[src/rtl/sprite_layer_compositor.sv]
// sprite_layer_compositor
// Selects or overlays one of N_CH sprite channels onto the VGA colour path.
// Mode/channel requests are taken through a valid/ready handshake, held in a
// pending register and only made active at a frame_start, so a frame never
// mixes two selections.
//
// Ports:
//   clk, rst                 pixel clock, async active-high reset
//   frame_start              one-cycle pulse at pixel (0,0)
//   sel_valid/sel_ready      request handshake (ready high when nothing pending)
//   sel_mode, sel_idx        requested mode (00 off, 01 single, 10 priority,
//                            11 auto-cycle) and channel
//   spr_visible, spr_rgb     per-channel visible flag / colour (channel k at
//                            bits [k*RGB_W +: RGB_W])
//   visible, rgb             registered composite pixel (1-cycle latency)
//   active_mode, active_idx  selection currently in effect
module sprite_layer_compositor #(
    parameter int unsigned      N_CH         = 4,
    parameter int unsigned      RGB_W        = 24,
    parameter int unsigned      IDX_W        = 4,
    parameter logic [RGB_W-1:0] BG_COLOR     = '0,
    parameter int unsigned      CYCLE_FRAMES = 60
) (
    input  logic                   clk,
    input  logic                   rst,
    input  logic                   frame_start,
    input  logic                   sel_valid,
    output logic                   sel_ready,
    input  logic [1:0]             sel_mode,
    input  logic [IDX_W-1:0]       sel_idx,
    input  logic [N_CH-1:0]        spr_visible,
    input  logic [N_CH*RGB_W-1:0]  spr_rgb,
    output logic                   visible,
    output logic [RGB_W-1:0]       rgb,
    output logic [1:0]             active_mode,
    output logic [IDX_W-1:0]       active_idx
);

    localparam int unsigned CNT_W  = $clog2(CYCLE_FRAMES + 1);
    localparam int unsigned IDXE_W = IDX_W + 1;

    typedef enum logic [1:0] {
        MODE_OFF    = 2'b00,
        MODE_SINGLE = 2'b01,
        MODE_PRIO   = 2'b10,
        MODE_AUTO   = 2'b11
    } mode_e;

    mode_e             active_mode_q, active_mode_d;
    logic [IDX_W-1:0]  active_idx_q,  active_idx_d;
    logic              pend_valid_q,  pend_valid_d;
    mode_e             pend_mode_q,   pend_mode_d;
    logic [IDX_W-1:0]  pend_idx_q,    pend_idx_d;
    logic [CNT_W-1:0]  frame_cnt_q,   frame_cnt_d;
    logic              visible_q,     visible_d;
    logic [RGB_W-1:0]  rgb_q,         rgb_d;

    logic              pend_oor_c;
    logic [CNT_W-1:0]  frame_cnt_inc_c;
    logic [IDX_W-1:0]  idx_next_c;

    // Widened compare so N_CH == 2**IDX_W does not wrap to zero
    assign pend_oor_c      = {1'b0, pend_idx_q} >= IDXE_W'(N_CH);
    assign frame_cnt_inc_c = frame_cnt_q + CNT_W'(1);
    assign idx_next_c      = (active_idx_q == IDX_W'(N_CH - 1)) ? '0
                                                                 : active_idx_q + IDX_W'(1);

    // Handshake, frame-boundary apply and auto-cycle stepping
    always_comb begin
        active_mode_d = active_mode_q;
        active_idx_d  = active_idx_q;
        pend_valid_d  = pend_valid_q;
        pend_mode_d   = pend_mode_q;
        pend_idx_d    = pend_idx_q;
        frame_cnt_d   = (active_mode_q == MODE_AUTO) ? frame_cnt_q : '0;

        if (frame_start) begin
            if (pend_valid_q) begin
                // A pending request wins over an auto-cycle step on the same frame
                pend_valid_d = 1'b0;
                frame_cnt_d  = '0;
                if ((pend_mode_q == MODE_SINGLE || pend_mode_q == MODE_AUTO) && pend_oor_c) begin
                    // Invalid channel: fall back to off with a clean index
                    active_mode_d = MODE_OFF;
                    active_idx_d  = '0;
                end else begin
                    active_mode_d = pend_mode_q;
                    active_idx_d  = pend_idx_q;
                end
            end else if (active_mode_q == MODE_AUTO) begin
                if (frame_cnt_inc_c == CNT_W'(CYCLE_FRAMES)) begin
                    frame_cnt_d  = '0;
                    active_idx_d = idx_next_c;
                end else begin
                    frame_cnt_d  = frame_cnt_inc_c;
                end
            end
        end

        // Acceptance uses the pre-edge pending flag, so a request arriving
        // with frame_start waits for the following frame
        if (sel_valid && !pend_valid_q) begin
            pend_valid_d = 1'b1;
            pend_mode_d  = mode_e'(sel_mode);
            pend_idx_d   = sel_idx;
        end
    end

    // Pixel composite from the selection in effect this cycle
    always_comb begin
        visible_d = 1'b0;
        rgb_d     = BG_COLOR;
        case (active_mode_q)
            MODE_SINGLE, MODE_AUTO: begin
                for (int unsigned k = 0; k < N_CH; k++) begin
                    if (IDX_W'(k) == active_idx_q && spr_visible[k]) begin
                        visible_d = 1'b1;
                        rgb_d     = spr_rgb[k*RGB_W +: RGB_W];
                    end
                end
            end
            MODE_PRIO: begin
                // Scan high to low so the lowest visible channel is written last
                for (int k = int'(N_CH) - 1; k >= 0; k--) begin
                    if (spr_visible[k]) begin
                        visible_d = 1'b1;
                        rgb_d     = spr_rgb[k*RGB_W +: RGB_W];
                    end
                end
            end
            default: ;
        endcase
    end

    always_ff @(posedge clk or posedge rst) begin
        if (rst) begin
            active_mode_q <= MODE_OFF;
            active_idx_q  <= '0;
            pend_valid_q  <= 1'b0;
            pend_mode_q   <= MODE_OFF;
            pend_idx_q    <= '0;
            frame_cnt_q   <= '0;
            visible_q     <= 1'b0;
            rgb_q         <= BG_COLOR;
        end else begin
            active_mode_q <= active_mode_d;
            active_idx_q  <= active_idx_d;
            pend_valid_q  <= pend_valid_d;
            pend_mode_q   <= pend_mode_d;
            pend_idx_q    <= pend_idx_d;
            frame_cnt_q   <= frame_cnt_d;
            visible_q     <= visible_d;
            rgb_q         <= rgb_d;
        end
    end

    assign sel_ready   = ~pend_valid_q;
    assign visible     = visible_q;
    assign rgb         = rgb_q;
    assign active_mode = active_mode_q;
    assign active_idx  = active_idx_q;

endmodule

[config.mk]
export PLATFORM = sky130hd
export DESIGN_NAME = sprite_layer_compositor
export DESIGN_NICKNAME = d
export VERILOG_FILES = /design/src/rtl/sprite_layer_compositor.sv
export SDC_FILE = /design/constraint.sdc
export NUM_CORES = 1
export LEC_CHECK = 0
export CAP_MARGIN = 30
export CORE_AREA = 2 2 88 90
export CTS_CLUSTER_SIZE = 20
export DETAILED_ROUTE_END_ITERATION = 6
export DIE_AREA = 0 0 90 92
export PLACE_DENSITY_LB_ADDON = 0.25
export SYNTH_ARGS = -nofsm -noshare
export SYNTH_HDL_FRONTEND = slang
export SYNTH_SLANG_ARGS = --single-unit
export TNS_END_PERCENT = 50
[constraint.sdc]
create_clock -name clk -period 2.45 [get_ports clk]
set_input_delay 0.245 -clock clk [delete_from_list [all_inputs] [get_ports clk]]
set_output_delay 0.245 -clock clk [all_outputs]
set_load 0.01 [all_outputs]
# After elaboration in Yosys (flattened, before gate mapping)
# Cells that the tools add are included.
[totals] regBits=44 output_inout_bits=32 inputBits=110 wordCells=68
[classes] eq_ne=10 n_mux=31 n_bitwise=1 n_lt_le_gt_ge=1 addsub=2 reduce_logical=15
[ops] operator="24-bit 2-to-1 mux" n=8
[ops] operator="24-bit one-hot mux with 2 select lines" n=1
[ops] operator="6-bit 2-to-1 mux" n=5
[ops] operator="4-bit 2-to-1 mux" n=5
[ops] operator="1-bit 2-to-1 mux" n=10
[ops] operator="2-bit by 4-bit equality test with 1-bit output, first input constant" n=2
[ops] operator="6-bit by 1-bit adder with 6-bit output, second input constant" n=1
[ops] operator="2-bit equality test, second input constant" n=3
[ops] operator="6-bit equality test, second input constant" n=1
[ops] operator="1-bit logical AND" n=6
[ops] operator="2-bit nonzero test" n=3
[ops] operator="4-bit by 1-bit adder with 4-bit output, second input constant" n=1
[ops] operator="1-bit by 4-bit equality test with 1-bit output, first input constant" n=1
[ops] operator="2-bit by 1-bit equality test with 1-bit output, second input constant" n=2
[ops] operator="4-bit by 2-bit equality test with 1-bit output, second input constant" n=1
[ops] operator="4-bit by 3-bit greater-or-equal comparator with 1-bit output, second input constant" n=1
[ops] operator="4-bit zero test" n=1
[ops] operator="3-bit AND reduction" n=1
[ops] operator="2-bit 2-to-1 mux" n=1
[ops] operator="1-bit one-hot mux with 2 select lines" n=1
[ops] operator="2-bit AND reduction" n=1
[ops] operator="2-bit OR reduction" n=1
[ops] operator="1-bit zero test" n=1
[ops] operator="1-bit logical OR" n=1
[ops] operator="1-bit NOT" n=1

# Depth between registers and ports, before layout
# Gate-level depths: netlist of the first run.
[logic_depth] depth_word=7 ltp_mapped=7 ltp_nobuf=6

# Worst setup path before layout of the first run
# OpenSTA, ideal clock, no wires.
[synth_timing] kind="reg2reg" from="register active_idx_q[0], in the netlist active_idx[0]" to="register rgb_q[0], in the netlist rgb[0]" path_buffers=1 period_less_slack_ps=1676 setup_slack_ps=774 setup_time_ps=78 arrival_time_ps=1598 path_stages_with_launch=8 t_required_ps=2372 cell_sequence="dfrtp_1 inv_1 ha_1 a22oi_1 nor3_2 buf_2 a221oi_2 o2bb2ai_1"
[synth_between] elab_chain_cells=7 word_cells_on_any_way=13 cone_classes="eq/ne (3); mux (5); reduce/logical (5)"
[synth_lines] element="start: declaration" line_no="50" text="logic [IDX_W-1:0] active_idx_q, active_idx_d;"
[synth_lines] element="start signal: assignment" line_no="147" text="active_idx_q <= active_idx_d;"
[synth_lines] element="4-bit zero test" line_no="116" text="if (IDX_W'(k) == active_idx_q && spr_visible[k]) begin"
[synth_lines] element="1-bit logical AND" line_no="116"
[synth_lines] element="24-bit 2-to-1 mux (3 in a row)" line_no="116"
[synth_lines] element="24-bit 2-to-1 mux (*)" line_no="116"
[synth_lines] element="24-bit one-hot mux with 2 select lines (*)" line_no="113" text="case (active_mode_q)"
[synth_lines] element="net rgb_d[0]" line_no="56" text="logic [RGB_W-1:0] rgb_q, rgb_d;"
[synth_lines] element="end signal: assignment" line_no="153" text="rgb_q <= rgb_d;"
[synth_lines] element="end: declaration" line_no="56"
# Mark *: on every way through the listed nets, which the timed path passes. The rest lies on a longest branch.
# A chain may end at the register's enable or synchronous reset.

# Worst setup path after layout of the first run
[layout_timing] from="register active_idx_q[0], in the netlist active_idx[0]" to="register rgb_q[20], in the netlist rgb[20]"
# The elaborated chain is that of the path after synthesis.

==> results of run 1 <==
## worst paths after layout
kind / from / end / slack (ps) / depth (start not counted)
max: active_idx[0] / rgb[20] / 150 / 7
min: rst / rgb[6] / 270 / 3
max reg2reg: active_idx[0] / rgb[20] / 150 / 7
min reg2reg: pend_idx_q[2] / active_mode[0] / 510 / 1
max in group asynchronous: rst / rgb[22] / 1950 / 3
min in group clk: spr_visible[0] / visible / 470 / 4
## worst reg2reg max path: cells and delay by family, from the launching register on
kind / cells / cell delay (ps)
buffers and inverters: 2 / 500
AND/OR/NAND/NOR: 1 / 710
flip-flops: 1 / 450
adder cells (fa/ha/maj): 1 / 230
AO/OA/AOI/OAI: 3 / 350
## flip-flops by register name, indices dropped and copies added, names as in the netlist
| signal | count |
|---|---|
| pend_mode_q | 2 |
| active_mode | 2 |
| visible | 1 |
| pend_idx_q | 4 |
| active_idx | 4 |
| rgb | 24 |
| frame_cnt_q | 6 |
| pend_valid_q | 1 |
## Yosys cell counts (all sizes together), types with 6 or more instances
cell	number	area, sq um
buf	19	125
nand2	36	138
clkbuf	18	67.6
and3	6	37.5
o221ai	24	210
o31ai	25	188
inv	8	30.0
a221oi	48	546
nor2b	28	175
dfrtp	44	1100
o21ai	7	35.0
o2bb2ai	24	210
a21oi	8	40.0
## per-layer routing
layer  up-vias  track usage (%)  share of wire (%)
met1      1839             37.9                 41
met2       230             45.7                 47
met4         0             12.4                3.3
met3        33             6.98                9.5
met5         -                0                  0
li1       1651                -                  -
## where the power goes
group / internal, W / switching (W) / total, W
Combinational: 0.000863 / 0.000867 / 0.00173
Sequential: 0.000887 / 0.0000989 / 0.000986
Clock: 0.000334 / 0.000286 / 0.000620
Total: 0.00209 / 0.00125 / 0.00334
## kinds of logic after synthesis
family	count (synthesis)	share of synthesized area [%]
muxes	7	2.28
buffers and inverters	45	6.66
and+or+nand+nor	94	15.7
DFF	44	32.9
AOI/OAI and AO/OA	150	40.6
adders and majority gates	5	1.87
## stage by stage
stage / cell area [sq um] / cells
after global routing: 4970 / 575
after detailed placement: 4850 / 567
final: 4970 / 575
after floorplan: 3340 / 345
after global placement: 4810 / 565
after CTS: 4970 / 575
## layout by cell type, fill, tap and decap left out, types with 2 or more instances in the layout
| master | netlist | final |
|---|---|---|
| a31oi_1 | 2 | 2 |
| a22oi_1 | 2 | 2 |
| nand4_1 | 2 | 2 |
| nor2b_2 | 0 | 2 |
| buf_12 | 0 | 2 |
| mux2_2 | 5 | 5 |
| o221ai_1 | 24 | 24 |
| nor2_1 | 5 | 5 |
| nor2b_1 | 28 | 26 |
| and3_1 | 6 | 6 |
| inv_1 | 7 | 6 |
| or4_1 | 2 | 2 |
| a211oi_1 | 3 | 3 |
| o31ai_1 | 25 | 25 |
| a21oi_1 | 8 | 8 |
| inv_2 | 1 | 2 |
| clkdlybuf4s50_1 | 0 | 140 |
| clkbuf_8 | 0 | 6 |
| a221oi_1 | 28 | 28 |
| a221oi_2 | 20 | 20 |
| o21ai_0 | 6 | 6 |
| buf_4 | 2 | 13 |
| dfrtp_1 | 44 | 44 |
| mux2i_1 | 2 | 2 |
| nor3_1 | 2 | 2 |
| ha_1 | 5 | 5 |
| o2bb2ai_1 | 24 | 24 |
| nand3_1 | 3 | 3 |
| nand2_1 | 35 | 35 |
## final cells by class
class	instances	share of cell area, %
multi-input cells	256	40.8
repair buffers	157	31.4
flip-flops and latches	44	22.2
well taps	102	2.57
clock buffers	6	1.66
clock inverters	2	0.781
inverters	8	0.604
==> impl_metrics.yaml, run 1 <==
clock_tree:
  ctsResizeCount: 0
  cts_sinks: 44
  cts_tree: "built"
  clk_pin_slew_ps: 100
  clock_latency_ps: 310
  postCtsHoldBufs: 0
  cts_setup_buffers: 0
  htree_num_levels: 2
  cts.path.max_buffers: 2
  cts-root-buf: "clkbuf_8"
  cts_buffers: 5
drt:
  dr.first_iter.drc_count: 335
  dr_total_vias: 3753
  ant_nets: 0
  drc: 0
  wirelength_um: 12000
  drtPass1Iterations: 5
  via_per_inst: 6.53
  routedWlPerCell_um: 20.9
sta:
  final-setup-viol-count: 0
  rsz0062_at_grt: "false"
  hold_slack_ps: 274
  tns_ps: 0
  relSlewSlack_pct: 39.7
  period_needed_ps: 2300
  fmax_mhz: 434
  finalCritPeriodShare_pct: 94.0
  drv_slew: 0
  worst_slack_ps: 146
  clock-skew-final_ps: 12.5
  hold_viol: 0
  tightest_slew_ps: 901
worst_setup_path:
  critPathRequiredTime_ps: 2700
  max_stage_delay_ps: 700
  crit_type: "flip-flop to flip-flop"
  path_cells: "inv_1 -> ha_1 -> a22oi_1 -> nor3_4 -> buf_4 -> a221oi_1 -> o2bb2ai_1"
  cp_slowest_cell: "nor3_4"
  path_max_fanout: 14
  crit_family: "simple AND/OR/NAND/NOR gates"
  start_kind: "flip-flop"
  endpoint_kind: "flip-flop"
  arrival_ps: 2550
  crit_buf_inv: 2
power:
  p_per_area_nw_per_um2: 672
  irDropWorstVdd_mv: 0.455
  power.leakage_nw: 1.85
  power_w: 0.00334
placement:
  gp_congestion: 0.872
  io_buffers: 141
  place_worst_setup_slack_ps: 158
  hpwl_um: 8280
synth:
  synth_edf_count: 0
  yosysUniqueCellTypes: 47
  ys_seq_area_share_pct: 32.9
  avgSynthCellArea_sq_um: 9.69
  syn-instance-count: 345
  ys_ff_latch: 44
  syn_nets: 460
  synth_ff_type: "dfrtp_1"
  syn_area_sq_um: 3340
  async_flop_share_pct: 100
  yosysWarnings: 0
layout:
  fin_util_pct: 66.7
  regArea_sq_um: 1100
  antennaDiodeCount: 0
  area_growth_pct: 48.7
  nets: 587
  layout-drive-gt1-share_pct: 12.5
  fillCellCount: 601
  multi_input_area_sq_um: 2030
global_route:
  grt_max_degree: 50
  antenna_found_initial: 0
  grt_pass1_wl_um: 19300
  grt_use_total_pct: 28.9
  grt_pass1_vias: 3703
  overflow: 0
floorplanning:
  coreArea_sq_um: 7450
  io_pins: 142
  row_count: 32
  die_x_um: 90
  dieArea_sq_um: 8280
  initial_core_util_pct: 44.9
  die_h_um: 92
worst_hold_path:
  hp-class: "input port to async pin"
run_status:
  status: "finished clean"
run:
  max_cap_violations: 0
(Power assumes the default switching activity.)
==> run 2: changes to the inputs <==
- SLEW_MARGIN: not set -> 20
==> impl_metrics.yaml, run 2 (synthesis results as in run 1) <==
run_status:
  status: "finished clean"
worst_setup_path:
  crit_type: "flip-flop to flip-flop"
  path_cells: "inv_1 -> ha_1 -> a22oi_1 -> nor3_4 -> buf_4 -> a221oi_2 -> o2bb2ai_1"
  endpoint_kind: "flip-flop"
  cp_slowest_cell: "nor3_4"
  max_stage_delay_ps: 700
  start_kind: "flip-flop"
  critPathRequiredTime_ps: 2680
  arrival_ps: 2560
  path_max_fanout: 14
sta:
  final-setup-viol-count: 0
  period_needed_ps: 2330
  clock-skew-final_ps: 9.49
  worst_slack_ps: 120
  hold_viol: 0
  tns_ps: 0
  relSlewSlack_pct: 40.3
  rsz0062_at_grt: "false"
  fmax_mhz: 429
  finalCritPeriodShare_pct: 95.1
  hold_slack_ps: 278
  tightest_slew_ps: 892
  drv_slew: 0
clock_tree:
  cts_sinks: 44
  cts_tree: "built"
  cts.path.max_buffers: 2
  clk_pin_slew_ps: 100
  postCtsHoldBufs: 0
  cts_setup_buffers: 0
  ctsResizeCount: 0
  clock_latency_ps: 310
  cts_buffers: 5
  cts-root-buf: "clkbuf_8"
  htree_num_levels: 2
power:
  irDropWorstVdd_mv: 0.385
  comb_power_share_pct: 53.6
  internal_power_w: 0.00198
  p_per_area_nw_per_um2: 655
  power_frac_clock_pct: 15.8
  switchingPower_w: 0.00126
  power_w: 0.00324
  p_seq_share_pct: 30.6
  power.leakage_nw: 1.83
  switching_share_pct: 38.8
floorplanning:
  coreArea_sq_um: 7450
  die_x_um: 90
  io_pins: 142
  initial_core_util_pct: 44.9
  die_h_um: 92
  dieArea_sq_um: 8280
  row_count: 32
drt:
  ant_nets: 0
  drc: 0
  via_per_inst: 6.56
  routedWlPerCell_um: 21.2
  wirelength_um: 12200
  drtPass1Iterations: 6
  dr_total_vias: 3770
  dr.first_iter.drc_count: 407
placement:
  hpwl_um: 8350
  dp_cells: 567
  place_worst_setup_slack_ps: 122
  gp_congestion: 0.872
  io_buffers: 141
worst_hold_path:
  hp-class: "input port to async pin"
global_route:
  grt_pass1_vias: 3691
  overflow: 0
  antenna_found_initial: 0
  grt_pass1_wl_um: 19200
  grt_use_total_pct: 28.7
  grt_max_degree: 50
run:
  max_cap_violations: 0
layout:
  largest_reg_flops: 24
  area_growth_pct: 48.2
  fillCellCount: 612
  layout-drive-gt1-share_pct: 12.5
  layout_commonest_cell: "clkdlybuf4s50_1"
  final_cell_count_no_fill: 575
  antennaDiodeCount: 0
  final_cell_mix: "clkdlybuf4s50_1 (140), dfrtp_1 (44), nand2_1 (35)"
  nets: 587
## run 2: changes by cell type in the layout (fill, tap and decap cells not counted), sizes merged
cell | previous run | this run
clkinvlp | 0 | 2
clkinv | 1 | 0
bufinv | 1 | 0
## run 2: routing by layer
metal	part of all wire [%]	track usage, %
met5	0	0
met4	3.0	11.0
met3	9.4	6.24
met2	47	47.6
met1	41	36.9
## run 2: cell type report
class	instances	area, sq um	area share, %
Sequential cell	44	1100	22.2
Clock buffer	6	82.6	1.67
Timing Repair Buffer	157	1570	31.6
Clock inverter	2	15.0	0.303
Tap cell	102	128	2.58
Multi-Input combinational cell	256	2030	41.0
Inverter	8	30.0	0.606
## run 2: power groups by stage
stage,clock network [W],logic (W),registers [W]
2_1_floorplan,0,0.000878,0.00106
5_1_grt,0.000545,0.00184,0.00102
3_5_place_dp,0,0.00172,0.00101
6_report,0.000514,0.00174,0.000991
4_1_cts,0.000525,0.00173,0.000991
3_3_place_gp,0,0.00166,0.000998
## run 2: worst paths after layout
| path | start | endpoint | slack (ps) | cells past startpoint |
|---|---|---|---|---|
| setup / recovery | active_idx[0] | rgb[16] | 120 | 7 |
| hold / removal | rst | rgb[20] | 280 | 3 |
| setup reg to reg | active_idx[0] | rgb[16] | 120 | 7 |
| hold reg to reg | pend_idx_q[0] | pend_idx_q[0] | 520 | 1 |
| max in group asynchronous | rst | rgb[3] | 1950 | 3 |
| min in group clk | spr_visible[0] | visible | 480 | 4 |
## run 2: per-stage QoR
stage / instance area (sq um) / utilization, %
global route: 4950 / 66.5
CTS: 4950 / 66.5
detailed placement: 4850 / 65.2
floorplan: 3340 / -
finish: 4950 / 66.5
global placement: 4810 / 64.6
## run 2: critical path: cells and delay by family (launching register included)
kind,cells,cell delay (ps)
flops,1,450
simple gates,1,700
fa+ha+maj,1,240
buf+inv,2,510
compound gates,3,360
==> patch: new RTL, flow settings as in run 1 <==
`N_CH`: 4 -> 2.
--- a/src/rtl/sprite_layer_compositor.sv
+++ b/src/rtl/sprite_layer_compositor.sv
@@ -17,3 +17,3 @@
 module sprite_layer_compositor #(
-    parameter int unsigned      N_CH         = 4,
+    parameter int unsigned      N_CH         = 2,
     parameter int unsigned      RGB_W        = 24,
Interface: changed (resized spr_rgb and spr_visible); port bits go from 142 to 92. The function was not compared with the original's and may differ.
==> patch against run 1 <==
Worst setup slack better by 0.45 ns. Critical endpoint is now rgb[8]. Design area down 39%. Routed wire length down 60%. Non-clock buffer count down 64. Synthesized area down 41%. Global-route usage down 17 points. Sequential cell count unchanged. Power down 37%.
==> patch: results (changes against run 1) <==
run_status:
  status: "completed"
critical_path:
  timing.critical_path.slowest_stage_cell: "sky130_fd_sc_hd__or4b_4"
  worst-path-max-fanout: 22  # +8
  worst_path_largest_cell_delay_ns: 0.57  # -0.13 ns
  reg2reg_depth: 5  # -2
  slack_of_the_worst_reg_to_reg_path_ns: 0.60  # +0.45 ns
synth:
  synth.area.top_cells: "sky130_fd_sc_hd__dfrtp_1 56%, sky130_fd_sc_hd__a22o_1 11%, sky130_fd_sc_hd__mux2_2 3.5%, sky130_fd_sc_hd__buf_8 2.3%, sky130_fd_sc_hd__nand2_1 2.3%"
  ys_seq_area_frac: 0.5627  # +0.2332
  yosysUniqueCellTypes: 38  # -19%
  yosys-top-cells-count: "44 x sky130_fd_sc_hd__dfrtp_1, 24 x sky130_fd_sc_hd__a22o_1, 12 x sky130_fd_sc_hd__nand2_1"
power:
  clock_power_uw: 521  # -16%
  switching_power_share_of_the_total: 0.2726  # -0.1027
  comb_power_uw: 635  # -63%
timing:
  max-slew-margin-rel: 0.5914  # +0.1940
  finalClockSkew_ns: 0.003701  # -0.008788 ns
  hold_slack_ns: 0.2989  # +0.02475 ns
layout:
  num-nets-final: 318  # -46%
  non_clock_buffer_count: 93  # -41%
  non_clock_inverter_count: 5  # -3
  multi_input_comb_cells: 108  # -58%
  multi_input_area_share: 0.2464  # -0.1621
  fillCellCount: 742  # +23%
drt:
  via_count: 1623  # -57%
  drt-initial-drc-count: 61  # -82%
grt:
  globalRouteMet1Util: 0.1561  # -0.2231
  groute.usage.overall: 0.1199  # -0.1693
placement:
  buffer_ports.inserted: 91  # -35%
## patch: worst max-delay path: cells and delay by family, from the launching register on
family	cells	cell delay, ns
AO/OA/AOI/OAI	2	0.29
buffers and inverters	1	0.29
flip-flops	1	0.43
AND/OR/NAND/NOR	2	0.79
## patch: per-stage QoR
step / power, mW / worst slack, ns / util / std cells / area [um2]
after global routing: 2.222 / 0.4125 / 0.4071 / 358 / 3032
final: 2.090 / 0.5996 / 0.4071 / 358 / 3032
after floorplan: 1.254 / 0.8052 / - / 166 / 1957
after detailed placement: 1.592 / 0.6073 / 0.3938 / 352 / 2933
after CTS: 2.125 / 0.5846 / 0.4071 / 358 / 3032
after global placement: 1.586 / 0.6465 / 0.3938 / 352 / 2933
## patch: logic make-up (layout without fill, tap and decap cells)
| kind of cell | count (synthesis) | in the layout | share of synthesized area |
|---|---|---|---|
| flops | 44 | 44 | 0.5627 |
| buf+inv | 14 | 104 | 0.05562 |
| mux | 7 | 7 | 0.03964 |
| simple gates | 47 | 47 | 0.1311 |
| fa+ha+maj | 1 | 1 | 0.006393 |
| compound gates | 53 | 53 | 0.2046 |
## patch: how the worst max path moves through the flow
| stage | depth (start not counted) | slack (ns) | start | endpoint |
|---|---|---|---|---|
| 6_report | 5 | 0.60 | active_idx[3] | rgb[8] |
| 5_1_grt | 5 | 0.41 | active_idx[2] | rgb[10] |
| 4_1_cts | 5 | 0.58 | active_idx[2] | rgb[8] |
| 3_5_place_dp | 5 | 0.61 | active_idx[3] | rgb[12] |
| 3_3_place_gp | 5 | 0.65 | active_idx[3] | rgb[15] |
| 2_1_floorplan | 6 | 0.81 | active_idx[3] | rgb[0] |
